### src/rtl/vga_timing_pkg.sv
// Shared phase encodings, 640x480@60 default timing and raster-total helpers
// for the VGA timing controller.
package vga_timing_pkg;

  typedef enum logic [1:0] {
    HS_ACT = 2'd0,
    HS_FP  = 2'd1,
    HS_SYN = 2'd2,
    HS_BP  = 2'd3
  } h_phase_t;

  typedef enum logic [1:0] {
    VS_ACT = 2'd0,
    VS_FP  = 2'd1,
    VS_SYN = 2'd2,
    VS_BP  = 2'd3
  } v_phase_t;

  localparam int DEF_H_ACTIVE = 640;
  localparam int DEF_H_FP     = 16;
  localparam int DEF_H_SYNC   = 96;
  localparam int DEF_H_BP     = 48;
  localparam int DEF_V_ACTIVE = 480;
  localparam int DEF_V_FP     = 10;
  localparam int DEF_V_SYNC   = 2;
  localparam int DEF_V_BP     = 33;
  localparam int DEF_DIV      = 2;

  function automatic int h_total(input int act, input int fp, input int syn, input int bp);
    return act + fp + syn + bp;
  endfunction

  function automatic int v_total(input int act, input int fp, input int syn, input int bp);
    return act + fp + syn + bp;
  endfunction

endpackage

### src/rtl/pixel_tick_gen.sv
// Divides in_clk by DIV into a one-cycle pixel-enable pulse; the divider
// restarts from zero whenever run is low so the first tick lands DIV cycles in.
module pixel_tick_gen #(
  parameter int DIV = 2
) (
  input  logic in_clk,
  input  logic reset,
  input  logic run,
  output logic tick
);

  localparam int CW = (DIV > 1) ? $clog2(DIV) : 1;
  localparam logic [CW-1:0] LAST = CW'(DIV - 1);

  logic [CW-1:0] cnt_reg;
  logic          tick_reg;

  always_ff @(posedge in_clk or negedge reset) begin
    if (!reset) begin
      cnt_reg  <= '0;
      tick_reg <= 1'b0;
    end else if (!run) begin
      cnt_reg  <= '0;
      tick_reg <= 1'b0;
    end else begin
      tick_reg <= (cnt_reg == LAST);
      cnt_reg  <= (cnt_reg == LAST) ? '0 : cnt_reg + CW'(1);
    end
  end

  assign tick = tick_reg;

endmodule

### src/rtl/vga_timing_controller.sv
// VGA raster sequencer: pixel tick, horizontal/vertical phase FSMs and
// frame-aligned start/stop. Define VGA_TIMING_REG_OUT_EN for a one-pixel output register stage.
module vga_timing_controller
  import vga_timing_pkg::*;
#(
  parameter int H_ACTIVE = DEF_H_ACTIVE,
  parameter int H_FP     = DEF_H_FP,
  parameter int H_SYNC   = DEF_H_SYNC,
  parameter int H_BP     = DEF_H_BP,
  parameter int V_ACTIVE = DEF_V_ACTIVE,
  parameter int V_FP     = DEF_V_FP,
  parameter int V_SYNC   = DEF_V_SYNC,
  parameter int V_BP     = DEF_V_BP,
  parameter int DIV      = DEF_DIV,
  localparam int H_TOTAL = h_total(H_ACTIVE, H_FP, H_SYNC, H_BP),
  localparam int V_TOTAL = v_total(V_ACTIVE, V_FP, V_SYNC, V_BP),
  localparam int XW      = $clog2(H_TOTAL),
  localparam int YW      = $clog2(V_TOTAL)
) (
  input  logic          in_clk,
  input  logic          reset,
  input  logic          enable,
  output logic          pix_tick,
  output logic          hsync,
  output logic          vsync,
  output logic          blank_n,
  output logic [XW-1:0] x,
  output logic [YW-1:0] y,
  output logic          frame_start,
  output logic          running
);

  h_phase_t      h_state_reg, h_state_next;
  v_phase_t      v_state_reg, v_state_next;
  logic [XW-1:0] h_cnt_reg, h_cnt_next, x_reg, x_next;
  logic [YW-1:0] v_cnt_reg, v_cnt_next, y_reg, y_next;
  logic          running_reg, running_next;
  logic          tick, pix_tick_int, h_wrap, v_wrap, frame_end, stop_edge;
  logic          hsync_int, vsync_int, blank_int;

  pixel_tick_gen #(.DIV(DIV)) u_pixel_tick_gen (
    .in_clk(in_clk),
    .reset (reset),
    .run   (running_reg),
    .tick  (tick)
  );

  // Phase counters count down to zero; the phase ends on the tick seen at zero.
  assign pix_tick_int = tick & running_reg;
  assign h_wrap       = (h_state_reg == HS_BP) && (h_cnt_reg == '0);
  assign v_wrap       = (v_state_reg == VS_BP) && (v_cnt_reg == '0);
  assign frame_end    = pix_tick_int && h_wrap && v_wrap;
  assign stop_edge    = frame_end && !enable;

  always_comb begin
    h_state_next = h_state_reg;
    h_cnt_next   = h_cnt_reg;
    x_next       = x_reg;
    v_state_next = v_state_reg;
    v_cnt_next   = v_cnt_reg;
    y_next       = y_reg;
    running_next = running_reg;

    if (!running_reg)   running_next = enable;
    else if (stop_edge) running_next = 1'b0;

    if (pix_tick_int) begin
      x_next = h_wrap ? '0 : x_reg + XW'(1);
      if (h_cnt_reg != '0) begin
        h_cnt_next = h_cnt_reg - XW'(1);
      end else begin
        case (h_state_reg)
          HS_ACT: begin h_state_next = HS_FP;  h_cnt_next = XW'(H_FP - 1);     end
          HS_FP:  begin h_state_next = HS_SYN; h_cnt_next = XW'(H_SYNC - 1);   end
          HS_SYN: begin h_state_next = HS_BP;  h_cnt_next = XW'(H_BP - 1);     end
          HS_BP:  begin h_state_next = HS_ACT; h_cnt_next = XW'(H_ACTIVE - 1); end
        endcase
      end

      if (h_wrap) begin
        y_next = v_wrap ? '0 : y_reg + YW'(1);
        if (v_cnt_reg != '0) begin
          v_cnt_next = v_cnt_reg - YW'(1);
        end else begin
          case (v_state_reg)
            VS_ACT: begin v_state_next = VS_FP;  v_cnt_next = YW'(V_FP - 1);     end
            VS_FP:  begin v_state_next = VS_SYN; v_cnt_next = YW'(V_SYNC - 1);   end
            VS_SYN: begin v_state_next = VS_BP;  v_cnt_next = YW'(V_BP - 1);     end
            VS_BP:  begin v_state_next = VS_ACT; v_cnt_next = YW'(V_ACTIVE - 1); end
          endcase
        end
      end
    end
  end

  // A stop lands exactly on the raster wrap, which is also the reset state.
  always_ff @(posedge in_clk or negedge reset) begin
    if (!reset) begin
      h_state_reg <= HS_ACT;
      h_cnt_reg   <= XW'(H_ACTIVE - 1);
      x_reg       <= '0;
      v_state_reg <= VS_ACT;
      v_cnt_reg   <= YW'(V_ACTIVE - 1);
      y_reg       <= '0;
      running_reg <= 1'b0;
    end else begin
      h_state_reg <= h_state_next;
      h_cnt_reg   <= h_cnt_next;
      x_reg       <= x_next;
      v_state_reg <= v_state_next;
      v_cnt_reg   <= v_cnt_next;
      y_reg       <= y_next;
      running_reg <= running_next;
    end
  end

  assign hsync_int = (h_state_reg != HS_SYN);
  assign vsync_int = (v_state_reg != VS_SYN);
  assign blank_int = running_reg && (h_state_reg == HS_ACT) && (v_state_reg == VS_ACT);

`ifdef VGA_TIMING_REG_OUT_EN
  logic          hsync_reg, vsync_reg, blank_n_reg, fs_pend_reg;
  logic [XW-1:0] x_out_reg;
  logic [YW-1:0] y_out_reg;

  // fs_pend_reg remembers that the pixel now held in the output stage is (0,0).
  always_ff @(posedge in_clk or negedge reset) begin
    if (!reset) begin
      hsync_reg   <= 1'b1;
      vsync_reg   <= 1'b1;
      blank_n_reg <= 1'b0;
      x_out_reg   <= '0;
      y_out_reg   <= '0;
      fs_pend_reg <= 1'b0;
    end else if (stop_edge) begin
      hsync_reg   <= 1'b1;
      vsync_reg   <= 1'b1;
      blank_n_reg <= 1'b0;
      x_out_reg   <= '0;
      y_out_reg   <= '0;
      fs_pend_reg <= 1'b0;
    end else if (pix_tick_int) begin
      hsync_reg   <= hsync_int;
      vsync_reg   <= vsync_int;
      blank_n_reg <= blank_int;
      x_out_reg   <= x_reg;
      y_out_reg   <= y_reg;
      fs_pend_reg <= (x_reg == '0) && (y_reg == '0);
    end
  end

  assign hsync       = hsync_reg;
  assign vsync       = vsync_reg;
  assign blank_n     = blank_n_reg;
  assign x           = x_out_reg;
  assign y           = y_out_reg;
  assign frame_start = pix_tick_int && fs_pend_reg;
`else
  assign hsync       = hsync_int;
  assign vsync       = vsync_int;
  assign blank_n     = blank_int;
  assign x           = x_reg;
  assign y           = y_reg;
  assign frame_start = pix_tick_int && (x_reg == '0) && (y_reg == '0);
`endif

  assign pix_tick = pix_tick_int;
  assign running  = running_reg;

endmodule

### config.mk
export PLATFORM = sky130hd
export DESIGN_NAME = vga_timing_controller
export DESIGN_NICKNAME = d
export VERILOG_FILES = /design/src/rtl/vga_timing_pkg.sv /design/src/rtl/pixel_tick_gen.sv /design/src/rtl/vga_timing_controller.sv
export SDC_FILE = /design/constraint.sdc
export NUM_CORES = 1
export LEC_CHECK = 0
export CAP_MARGIN = 0
export CORE_MARGIN = 4
export CORE_UTILIZATION = 60
export DETAILED_ROUTE_END_ITERATION = 10
export PLACE_DENSITY_LB_ADDON = 0.25
export SLEW_MARGIN = 25
export SYNTH_ARGS = -nofsm -noshare
export SYNTH_HDL_FRONTEND = slang
export SYNTH_SLANG_ARGS = --single-unit
### constraint.sdc
create_clock -name in_clk -period 5 [get_ports in_clk]
set_input_delay 1.5 -clock in_clk [delete_from_list [all_inputs] [get_ports in_clk]]
set_output_delay 1.5 -clock in_clk [all_outputs]
set_load 0.02 [all_outputs]
==> flow_summary.yaml <==
drt:
  route.detailed.drc: 0
  routedWlPerCell_microns: 16.3
  detail_route.first_pass.iterations: 7
  num_vias: 2317
  totalWireLength_microns: 5950
  ant_nets: 0
  dr.first_iter.drc_count: 195
  vias_per_cell: 6.33
clock_tree:
  cts-htree-levels: 2
  cts.path.max_buffers: 2
  cts_tree: "built"
  number_of_gates_resized_after_cts: 0
  ctsRootBufferMaster: "sky130_fd_sc_hd__clkbuf_8"
  clkTransAtPathRegs_ps: 90
  post_cts_buffers: 0
  clock_sinks: 47
  insertion_delay_ps: 300
  postCtsHoldBufs: 0
  cts-buffers-inserted: 5
worst_setup_path:
  cp_num_buf_inv: 2
  timing.critical_path.fanout_max: 13
  r2r_setup_slack_ps: 2320
  timing_worst_setup_path_type: "reg -> out"
  crit_required_ps: 3500
  slowest_stage: "sky130_fd_sc_hd__clkdlybuf4s50_1"
  worstPathArrival_ps: 2260
  crit-reg2reg-launch: "h_cnt_reg[0]"
  cp_cell_sequence: "nand2_1, clkinv_1, nand4b_1, nor2_1, clkdlybuf4s50_1"
  crit-reg2reg-capture: "v_cnt_reg[8]"
  end_kind: "output port"
  worst_setup_path_start_kind: "flop"
  cpPeakStageDelay_ps: 530
  critical-path-top-delay-family: "buffers and inverters"
  r2r_cells: 6
floorplanning:
  design.portCount: 29
  core-area_sq_um: 4410
  die_y_extent_microns: 76.1
  die_w_microns: 76.1
  initial_core_util: 0.631
  design.die.area_sq_um: 5800
  floorplan.rows: 24
global_routing:
  grt_first_pass_wirelength_microns: 10400
  gr-usage-all-layers: 0.215
  largest_net_degree_at_the_start_of_global_routing: 48
  vias_in_the_first_global_route: 2160
  number_of_antenna_violations_at_the_first_check_in_global_routing: 0
  grt_overflow: 0
timing:
  setup_total_negative_slack_ps: 0
  clock_period_minus_worst_slack_ps: 3760
  postLayoutSetupSlackWorst_ps: 1240
  setup-violations-final: 0
  hold_viol_final: 0
  finClkSkew_ps: 5.73
  timing.fmax_mhz: 266
  worst-slew-pin-transition_ps: 873
  rsz0062_at_grt: "no"
  timing.slew.headroom: 0.416
  timing_max_transition_violations_final: 0
  period_utilization: 0.753
layout:
  design.final.nets: 334
  syn2layout_area_growth_pct: 14.5
  diodes: 0
  mostFrequentLayoutCells: "sky130_fd_sc_hd__dfrtp_1, sky130_fd_sc_hd__clkdlybuf4s50_1, sky130_fd_sc_hd__o21ai_0, sky130_fd_sc_hd__inv_1, sky130_fd_sc_hd__ha_1"
  layout-drive-gt1-share: 0.127
  layout_commonest_cell: "sky130_fd_sc_hd__dfrtp_1"
synth:
  synth_seq_area_share: 0.429
  synth_area_per_cell_sq_um: 9.70
  synth-seq-cells: 47
  synthDistinctLibCells: 57
  postSynth.asyncResetShare: 1.00
  edff_count_synth: 0
  postSynthNetCount: 308
  synthesis.yosys.warnings: 0
  synth_flop_cell: "sky130_fd_sc_hd__dfrtp_1"
  synth_area_sq_um: 2790
  post_synth_inst_count: 287
power_and_ir_drop:
  netSwitchingFraction: 0.223
  power.net_switching_mw: 0.142
  max-vdd-ir-drop_v: 0.000129
  power_frac_comb: 0.013
  cellPowerDensity_nw_per_um2: 200
  power.share.clock: 0.390
  static_leakage_nw: 1.29
  seqPwrFrac: 0.597
  internal_power_mw: 0.495
status:
  status: "finished clean"
job:
  drv_cap: 0
placement:
  place_hpwl_microns: 4110
  port_buffers: 28
  gpl.final_weighted_congestion: 0.868
  pre_cts_ws_ps: 1580
min_path:
  hold_path_depth: 1
  timing.hold.worst.start: "u_pixel_tick_gen.cnt_reg"
  min_to: "u_pixel_tick_gen.cnt_reg"
  hp-class: "reg -> reg"
-- per-stage QoR --
stage | instance area [sq um] | std cells | power [mW] | hold WS, ps | utilization
floorplan | 2790 | 287 | 0.388 | 395 | -
global placement | 3090 | 358 | 0.396 | 416 | 0.699
detailed placement | 3090 | 358 | 0.396 | 407 | 0.699
CTS | 3190 | 366 | 0.644 | 429 | 0.722
global route | 3190 | 366 | 0.670 | 445 | 0.722
finish | 3190 | 366 | 0.637 | 434 | 0.722
-- cell usage after synthesis, drive strengths merged (2+ instances only) --
cell	instances	area, sq um
a2bb2oi	2	17.5
o21ai	25	125
a31oi	2	12.5
nand4b	3	26.3
o41ai	2	17.5
clkbuf	5	18.8
inv	23	86.3
buf	5	27.5
mux2	5	60.1
o31ai	2	15.0
xnor2	2	17.5
nand3b	4	30.0
xor2	6	52.6
nand4	12	81.3
nor3	10	66.3
nand2	17	66.3
ha	18	225
nor2	15	56.3
o22ai	3	18.8
and3	5	31.3
nand3	13	65.1
nor4b	3	41.3
a21oi	13	65.1
nor2b	2	12.5
dfstp	16	420
nor4	12	96.3
dfrtp	31	776
or4	4	30.0
and4	4	35.0
mux2i	5	50.1
-- power groups by stage --
| stage | Combinational (mW) | Clock [mW] | Sequential, mW |
|---|---|---|---|
| after floorplan | 0.000116 | 0 | 0.388 |
| after global placement | 0.00883 | 0 | 0.387 |
| after detailed placement | 0.00897 | 0 | 0.387 |
| after CTS | 0.00898 | 0.255 | 0.381 |
| after global routing | 0.0100 | 0.279 | 0.381 |
| final | 0.00843 | 0.248 | 0.381 |
-- worst max path at each step --
stage,from,end,depth (start not counted)
floorplan,y[0],frame_start,5
global placement,running,frame_start,5
detailed placement,running,frame_start,5
CTS,running,frame_start,5
global route,running,frame_start,5
finish,running,frame_start,5
-- cells by family (layout without fill, tap and decap cells) --
family | Yosys count | count (layout) | synth area share
buffers and inverters | 34 | 61 | 0.0490
muxes | 10 | 10 | 0.0395
xor gates and xnor gates | 8 | 8 | 0.0252
adders and majority gates | 18 | 18 | 0.0809
and+or+nand+nor | 109 | 109 | 0.243
AOI/OAI and AO/OA | 61 | 61 | 0.133
DFF | 47 | 47 | 0.429
-- layout make-up --
type,instances,area (sq um)
clock inverters,2,16.3
fillers,359,1230
flip-flops and latches,47,1200
multi-input cells,206,1450
inverters,24,90.1
well taps,52,65.1
clock buffers,6,82.6
repair buffers,29,285
-- layer usage --
| metal | wire length, microns | share of wire | global-route usage |
|---|---|---|---|
| met1 | 2730 | 0.46 | 0.298 |
| met2 | 2800 | 0.47 | 0.337 |
| met3 | 355 | 0.060 | 0.0508 |
| met4 | 63 | 0.011 | 0.0594 |
| met5 | 0 | 0 | 0 |
Note: power is estimated with default switching activity, not from simulation.
